==> src/rtl/axi_ethernet_0_reset_sequencer.sv <==
// Staged reset sequencer: filters MMCM lock, holds a minimum reset pulse, then releases
// NUM_CH reset outputs one by one (ch0 first), with per-channel soft reset while running.
module axi_ethernet_0_reset_sequencer #(
    parameter int                NUM_CH       = 4,
    parameter int                STAGE_CYCLES = 16,
    parameter int                LOCK_FILTER  = 8,
    parameter int                MIN_ASSERT   = 32,
    parameter logic [NUM_CH-1:0] ACT_LOW_MASK = 4'b0110
) (
    input  logic              clk,
    input  logic              rst,
    input  logic              mmcm_locked_i,
    input  logic              soft_rst,
    input  logic [NUM_CH-1:0] ch_rst_req,
    output logic [NUM_CH-1:0] rst_out,
    output logic              all_released,
    output logic [1:0]        seq_state
);

    localparam int FW = $clog2(LOCK_FILTER + 1);
    localparam int HW = $clog2(MIN_ASSERT + 1);
    localparam int SW = $clog2(STAGE_CYCLES + 1);
    localparam int IW = $clog2(NUM_CH + 1);

    localparam logic [FW-1:0] FILT_FULL  = FW'(LOCK_FILTER);
    localparam logic [HW-1:0] HOLD_LAST  = HW'(MIN_ASSERT - 1);
    localparam logic [SW-1:0] STAGE_LAST = SW'(STAGE_CYCLES - 1);
    localparam logic [IW-1:0] IDX_LAST   = IW'(NUM_CH - 1);

    typedef enum logic [1:0] {
        ST_HOLD    = 2'd0,
        ST_WAIT    = 2'd1,
        ST_RELEASE = 2'd2,
        ST_RUN     = 2'd3
    } state_t;

    state_t            state_r, state_nxt_s;
    logic              lock_meta_r, lock_sync_r;
    logic [FW-1:0]     filt_cnt_r, filt_cnt_nxt_s;
    logic              lock_ok_s, abort_s;
    logic [HW-1:0]     hold_cnt_r, hold_cnt_nxt_s;
    logic [SW-1:0]     stage_cnt_r, stage_cnt_nxt_s;
    logic [IW-1:0]     idx_r, idx_nxt_s;
    logic [NUM_CH-1:0] act_r, act_nxt_s;
    logic [HW-1:0]     ch_cnt_r     [NUM_CH];
    logic [HW-1:0]     ch_cnt_nxt_s [NUM_CH];
    logic [NUM_CH-1:0] rst_out_r;
    logic              all_released_r;

    // Saturating run-length of consecutive synced-high lock samples; one low sample clears it
    always_comb begin
        filt_cnt_nxt_s = filt_cnt_r;
        if (!lock_sync_r) begin
            filt_cnt_nxt_s = '0;
        end else if (filt_cnt_r != FILT_FULL) begin
            filt_cnt_nxt_s = filt_cnt_r + FW'(1);
        end else begin
            filt_cnt_nxt_s = filt_cnt_r;
        end
    end

    assign lock_ok_s = (filt_cnt_r == FILT_FULL);
    assign abort_s   = !lock_ok_s || soft_rst;

    // Lock synchroniser and filter counter
    always_ff @(posedge clk) begin
        if (rst) begin
            lock_meta_r <= 1'b0;
            lock_sync_r <= 1'b0;
            filt_cnt_r  <= '0;
        end else begin
            lock_meta_r <= mmcm_locked_i;
            lock_sync_r <= lock_meta_r;
            filt_cnt_r  <= filt_cnt_nxt_s;
        end
    end

    // Sequencer next state, stage/hold counters and per-channel soft-reset timers
    always_comb begin
        state_nxt_s     = state_r;
        act_nxt_s       = act_r;
        hold_cnt_nxt_s  = hold_cnt_r;
        stage_cnt_nxt_s = stage_cnt_r;
        idx_nxt_s       = idx_r;
        for (int i = 0; i < NUM_CH; i++) begin
            ch_cnt_nxt_s[i] = ch_cnt_r[i];
        end

        case (state_r)
            ST_HOLD: begin
                act_nxt_s = '1;
                // Hold stays saturated while soft_rst is held, so the pulse can exceed MIN_ASSERT
                if ((hold_cnt_r == HOLD_LAST) && !soft_rst) begin
                    state_nxt_s = ST_WAIT;
                end else if (hold_cnt_r != HOLD_LAST) begin
                    hold_cnt_nxt_s = hold_cnt_r + HW'(1);
                end else begin
                    hold_cnt_nxt_s = hold_cnt_r;
                end
            end
            ST_WAIT: begin
                act_nxt_s = '1;
                if (abort_s) begin
                    state_nxt_s    = ST_HOLD;
                    hold_cnt_nxt_s = '0;
                end else begin
                    state_nxt_s     = ST_RELEASE;
                    stage_cnt_nxt_s = '0;
                    idx_nxt_s       = '0;
                end
            end
            ST_RELEASE: begin
                if (abort_s) begin
                    state_nxt_s    = ST_HOLD;
                    act_nxt_s      = '1;
                    hold_cnt_nxt_s = '0;
                end else if (stage_cnt_r == STAGE_LAST) begin
                    stage_cnt_nxt_s = '0;
                    for (int i = 0; i < NUM_CH; i++) begin
                        if (idx_r == IW'(i)) begin
                            act_nxt_s[i] = 1'b0;
                        end else begin
                            act_nxt_s[i] = act_r[i];
                        end
                    end
                    if (idx_r == IDX_LAST) begin
                        state_nxt_s = ST_RUN;
                    end else begin
                        idx_nxt_s = idx_r + IW'(1);
                    end
                end else begin
                    stage_cnt_nxt_s = stage_cnt_r + SW'(1);
                end
            end
            ST_RUN: begin
                if (abort_s) begin
                    state_nxt_s    = ST_HOLD;
                    act_nxt_s      = '1;
                    hold_cnt_nxt_s = '0;
                    for (int i = 0; i < NUM_CH; i++) begin
                        ch_cnt_nxt_s[i] = '0;
                    end
                end else begin
                    // A request (re)loads the timer; the channel drops one cycle after it reaches 0
                    for (int i = 0; i < NUM_CH; i++) begin
                        if (ch_rst_req[i]) begin
                            act_nxt_s[i]    = 1'b1;
                            ch_cnt_nxt_s[i] = HOLD_LAST;
                        end else if (act_r[i]) begin
                            if (ch_cnt_r[i] == '0) begin
                                act_nxt_s[i] = 1'b0;
                            end else begin
                                ch_cnt_nxt_s[i] = ch_cnt_r[i] - HW'(1);
                            end
                        end else begin
                            ch_cnt_nxt_s[i] = ch_cnt_r[i];
                        end
                    end
                end
            end
            default: begin
                state_nxt_s    = ST_HOLD;
                act_nxt_s      = '1;
                hold_cnt_nxt_s = '0;
            end
        endcase
    end

    // State, counters and outputs; outputs are built from next values so they track act with no lag
    always_ff @(posedge clk) begin
        if (rst) begin
            state_r        <= ST_HOLD;
            act_r          <= '1;
            hold_cnt_r     <= '0;
            stage_cnt_r    <= '0;
            idx_r          <= '0;
            rst_out_r      <= ~ACT_LOW_MASK;
            all_released_r <= 1'b0;
            for (int i = 0; i < NUM_CH; i++) begin
                ch_cnt_r[i] <= '0;
            end
        end else begin
            state_r        <= state_nxt_s;
            act_r          <= act_nxt_s;
            hold_cnt_r     <= hold_cnt_nxt_s;
            stage_cnt_r    <= stage_cnt_nxt_s;
            idx_r          <= idx_nxt_s;
            rst_out_r      <= act_nxt_s ^ ACT_LOW_MASK;
            all_released_r <= (state_nxt_s == ST_RUN) && (act_nxt_s == '0);
            for (int i = 0; i < NUM_CH; i++) begin
                ch_cnt_r[i] <= ch_cnt_nxt_s[i];
            end
        end
    end

    assign rst_out      = rst_out_r;
    assign all_released = all_released_r;
    assign seq_state    = state_r;

endmodule

==> config.mk <==
export PLATFORM = sky130hd
export DESIGN_NAME = axi_ethernet_0_reset_sequencer
export DESIGN_NICKNAME = d
export VERILOG_FILES = /design/src/rtl/axi_ethernet_0_reset_sequencer.sv
export SDC_FILE = /design/constraint.sdc
export NUM_CORES = 1
export LEC_CHECK = 0
export CAP_MARGIN = 20
export CELL_PAD_IN_SITES_DETAIL_PLACEMENT = 0
export CELL_PAD_IN_SITES_GLOBAL_PLACEMENT = 1
export CORE_ASPECT_RATIO = 1.75
export CORE_MARGIN = 2
export CORE_UTILIZATION = 45
export CTS_CLUSTER_DIAMETER = 60
export CTS_CLUSTER_SIZE = 28
export DETAILED_ROUTE_END_ITERATION = 8
export PLACE_DENSITY = 0.91
export RECOVER_POWER = 100
export SYNTH_ARGS = -nofsm -noshare
export SYNTH_HDL_FRONTEND = slang
export SYNTH_SLANG_ARGS = --single-unit
==> constraint.sdc <==
create_clock -name clk -period 2.23 [get_ports clk]
set_input_delay 0.446 -clock clk [delete_from_list [all_inputs] [get_ports clk]]
set_output_delay 0.446 -clock clk [all_outputs]
set_load 0.01 [all_outputs]
==> flow_summary.ini <==
[layout]
nets = 400
layout.cells.non_filler = 457
final_cell_area_um2 = 3281
drive_above_1_share_pct = 9.549
area_delta_synth_final_pct = 13.36
antenna_cells = 0
final_util_pct = 52.67

[timing]
rsz0062_at_grt = false
setup_viol = 0
fin_worst_skew_ns = 0.008778
max_freq_ghz = 0.4898
slew_headroom_pct = 60.17
period_share_pct = 91.56
slew_viol_final = 0
tightest_slew_ns = 0.5974
finalHoldViolations = 0
min_period_ns = 2.042
fin_tns_setup_ns = 0

[routing]
top_layer = met4
wirelength_um = 6218
vias = 2527
wl_met2_um = 3394
drt-wirelength-per-cell_um = 13.61
drt_first_iter_violations = 134
wl_met3_um = 123
viasPerCell = 5.530
first_pass_iters = 4
ant_nets = 0
drc = 0
drt-met1-wl_um = 2555

[critical_path]
end_kind = output port
crit_family = buffers and inverters
cp_data_required_time_ns = 1.78
crit_type = flip-flop to output port
crit_chain = dlygate4sd3_1
cp.buffers_inverters = 1
cp-start-kind = flip-flop
cp_slowest_cell = dlygate4sd3_1
crit_path_max_fanout = 11
crit_path_max_incr_delay_ns = 0.68
arrival_ns = 1.60

[synthesis]
synth_cell_type_count = 62
synthesis.nets = 379
netlist_instances = 355
yosysWarningCount = 0
yosysMostFrequentCell = dfxtp_1
yosys_most_used_dff = dfxtp_1
synth_edf_count = 0
yosys-top-cells-area = dfxtp_1 (37%), ha_1 (6.9%), nor2_1 (5.8%)
ys_top_cells_by_count = dfxtp_1 (53), nor2_1 (45), inv_1 (32)
avgSynthCellArea_um2 = 8.152
ys_seq_elements = 53
syn_area_um2 = 2894
synth-seq-area-share_pct = 36.66
ys_async_sr_fraction_pct = 0
synth_top_cell_by_area = dfxtp_1
synth_top_area_share_pct = 36.66

[placement]
dp_hpwl_um = 4638
io_buffers = 14
post_dp_cell_area_um2 = 3166
place.gp.congestion = 0.7962
dpl.cell_count = 449

[die]
die-area_um2 = 7114
initial_core_util_pct = 46.46
fp.dieH_um = 110.1
pin_count = 15
die_x_um = 64.62
fp-row-count = 38
core_um2 = 6228

[cts]
cts-root-buf = clkbuf_8
numClockSinks = 53
cts_hold_buf = 0
clk-insertion-delay-late_ns = 0.32
clk_path_buf_depth = 2
htree_levels = 2
clkSlewWorstSetupHoldPaths_ns = 0.10
postCtsResizedCells = 0
numCtsBuffers = 5
cts_setup_buffers = 0
tritoncts = built

[pwr]
seqPwrFrac_pct = 52.9
powerDensity_nw_per_um2 = 557.1
p_int_mw = 1.438
p_sw_mw = 0.3896
pwr-share-comb_pct = 3.7
clkPwrFrac_pct = 43.4
p_leak_nw = 1.215
vdd_drop_max_uv = 305.0
swShare_pct = 21.32

[global_route]
grt_max_degree = 18
antenna_found_initial = 0
grt_pass1_vias = 2541
overflow = 0
grt_pass1_wl_um = 10970
grt_util_all_layers_pct = 19.26

[run]
drv_cap = 0

[min_path]
hp-class = flip-flop to flip-flop

[outcome]
status = finished, final reports clean
[registers in the layout (all words and copies together) (netlist names)]
name	cells
act_r	4
all_released	1
ch_cnt_r	24
filt_cnt_r	4
hold_cnt_r	6
idx_r	3
lock_meta_r	1
lock_sync_r	1
rst_out	2
seq_state	2
stage_cnt_r	5
[layout by cell type, fill, tap and decap left out, types with 2 or more instances in the layout]
cell type and count:
a221oi_1 7, nor2_1 45, dlygate4sd3_1 8, o21ai_0 12
a21oi_1 32, buf_4 11, xor2_1 3, nor3_1 12
xnor2_1 4, o211ai_1 2, clkdlybuf4s50_1 6, mux2i_1 6
nand2b_1 4, a31o_2 5, dfxtp_1 53, bufinv_16 2
a31oi_1 2, nand2_1 30, a211oi_1 5, a22o_1 2
clkbuf_1 4, and4_1 2, clkbuf_8 5, or4_1 3
inv_1 32, ha_1 16, or2_2 2, nor2b_1 6
a22oi_1 2, nor4_1 2, o21ai_1 2, nor3b_1 2
nand3_1 10, and4bb_1 2, a21o_1 3, a21oi_2 3
[final cells by class]
cell class              instances  area (µm²)
multi-input cells             254        1620
fillers                       606        2948
inverters                      33       123.9
clock buffers                   5       68.82
flip-flops and latches         53        1061
repair buffers                 29       237.7
clock inverters                 3       68.82
well taps                      80       100.1
[power by group through the flow]
stage	clock (mW)	sequential, mW	combinational, mW
after detailed placement	0	0.988	0.0703
after CTS	0.810	0.966	0.0706
final	0.793	0.966	0.0685
after global placement	0	0.988	0.0697
after global routing	0.851	0.968	0.0778
after floorplan	0	0.985	0.0393
[path summary, 6_finish.rpt]
path	from	end	slack, ns	cells after the start
worst max-delay path	seq_state[0]$_SDFF_PP0_	seq_state[0]	0.19	1
worst min-delay path	lock_meta_r$_SDFF_PP0_	lock_sync_r$_SDFF_PP0_	0.45	1
worst max register to register	ch_cnt_r[0][0]$_SDFFE_PP0P_	ch_cnt_r[0][3]$_SDFFE_PP0P_	0.23	7
worst min register to register	lock_meta_r$_SDFF_PP0_	lock_sync_r$_SDFF_PP0_	0.45	1
[layer usage]
layer | global-route usage (%) | vias up
li1 | - | 1284
met1 | 19.33 | 1198
met2 | 38.10 | 33
met3 | 2.741 | 12
met4 | 9.119 | 0
met5 | 0 | -
[logic make-up after synthesis]
family	after synthesis	share of synthesized area [%]
AND/OR/NAND/NOR	135	23.99
AO/OA/AOI/OAI	90	21.14
flip-flops	53	36.66
buffers and inverters	48	7.090
adder cells (fa/ha/maj)	16	6.917
XOR/XNOR	7	2.119
multiplexers	6	2.075
[per-stage QoR]
stage / setup WS, ns / hold slack (ns) / total power [mW]
6_report: 0.1883 / 0.4514 / 1.828
5_1_grt: 0.08524 / 0.4685 / 1.897
4_1_cts: 0.2092 / 0.4566 / 1.847
3_5_place_dp: 0.01463 / 0.4294 / 1.058
3_3_place_gp: 0.07192 / 0.4215 / 1.057
2_1_floorplan: 0.5740 / 0.4138 / 1.025
Note: power is estimated with default switching activity, not from simulation.
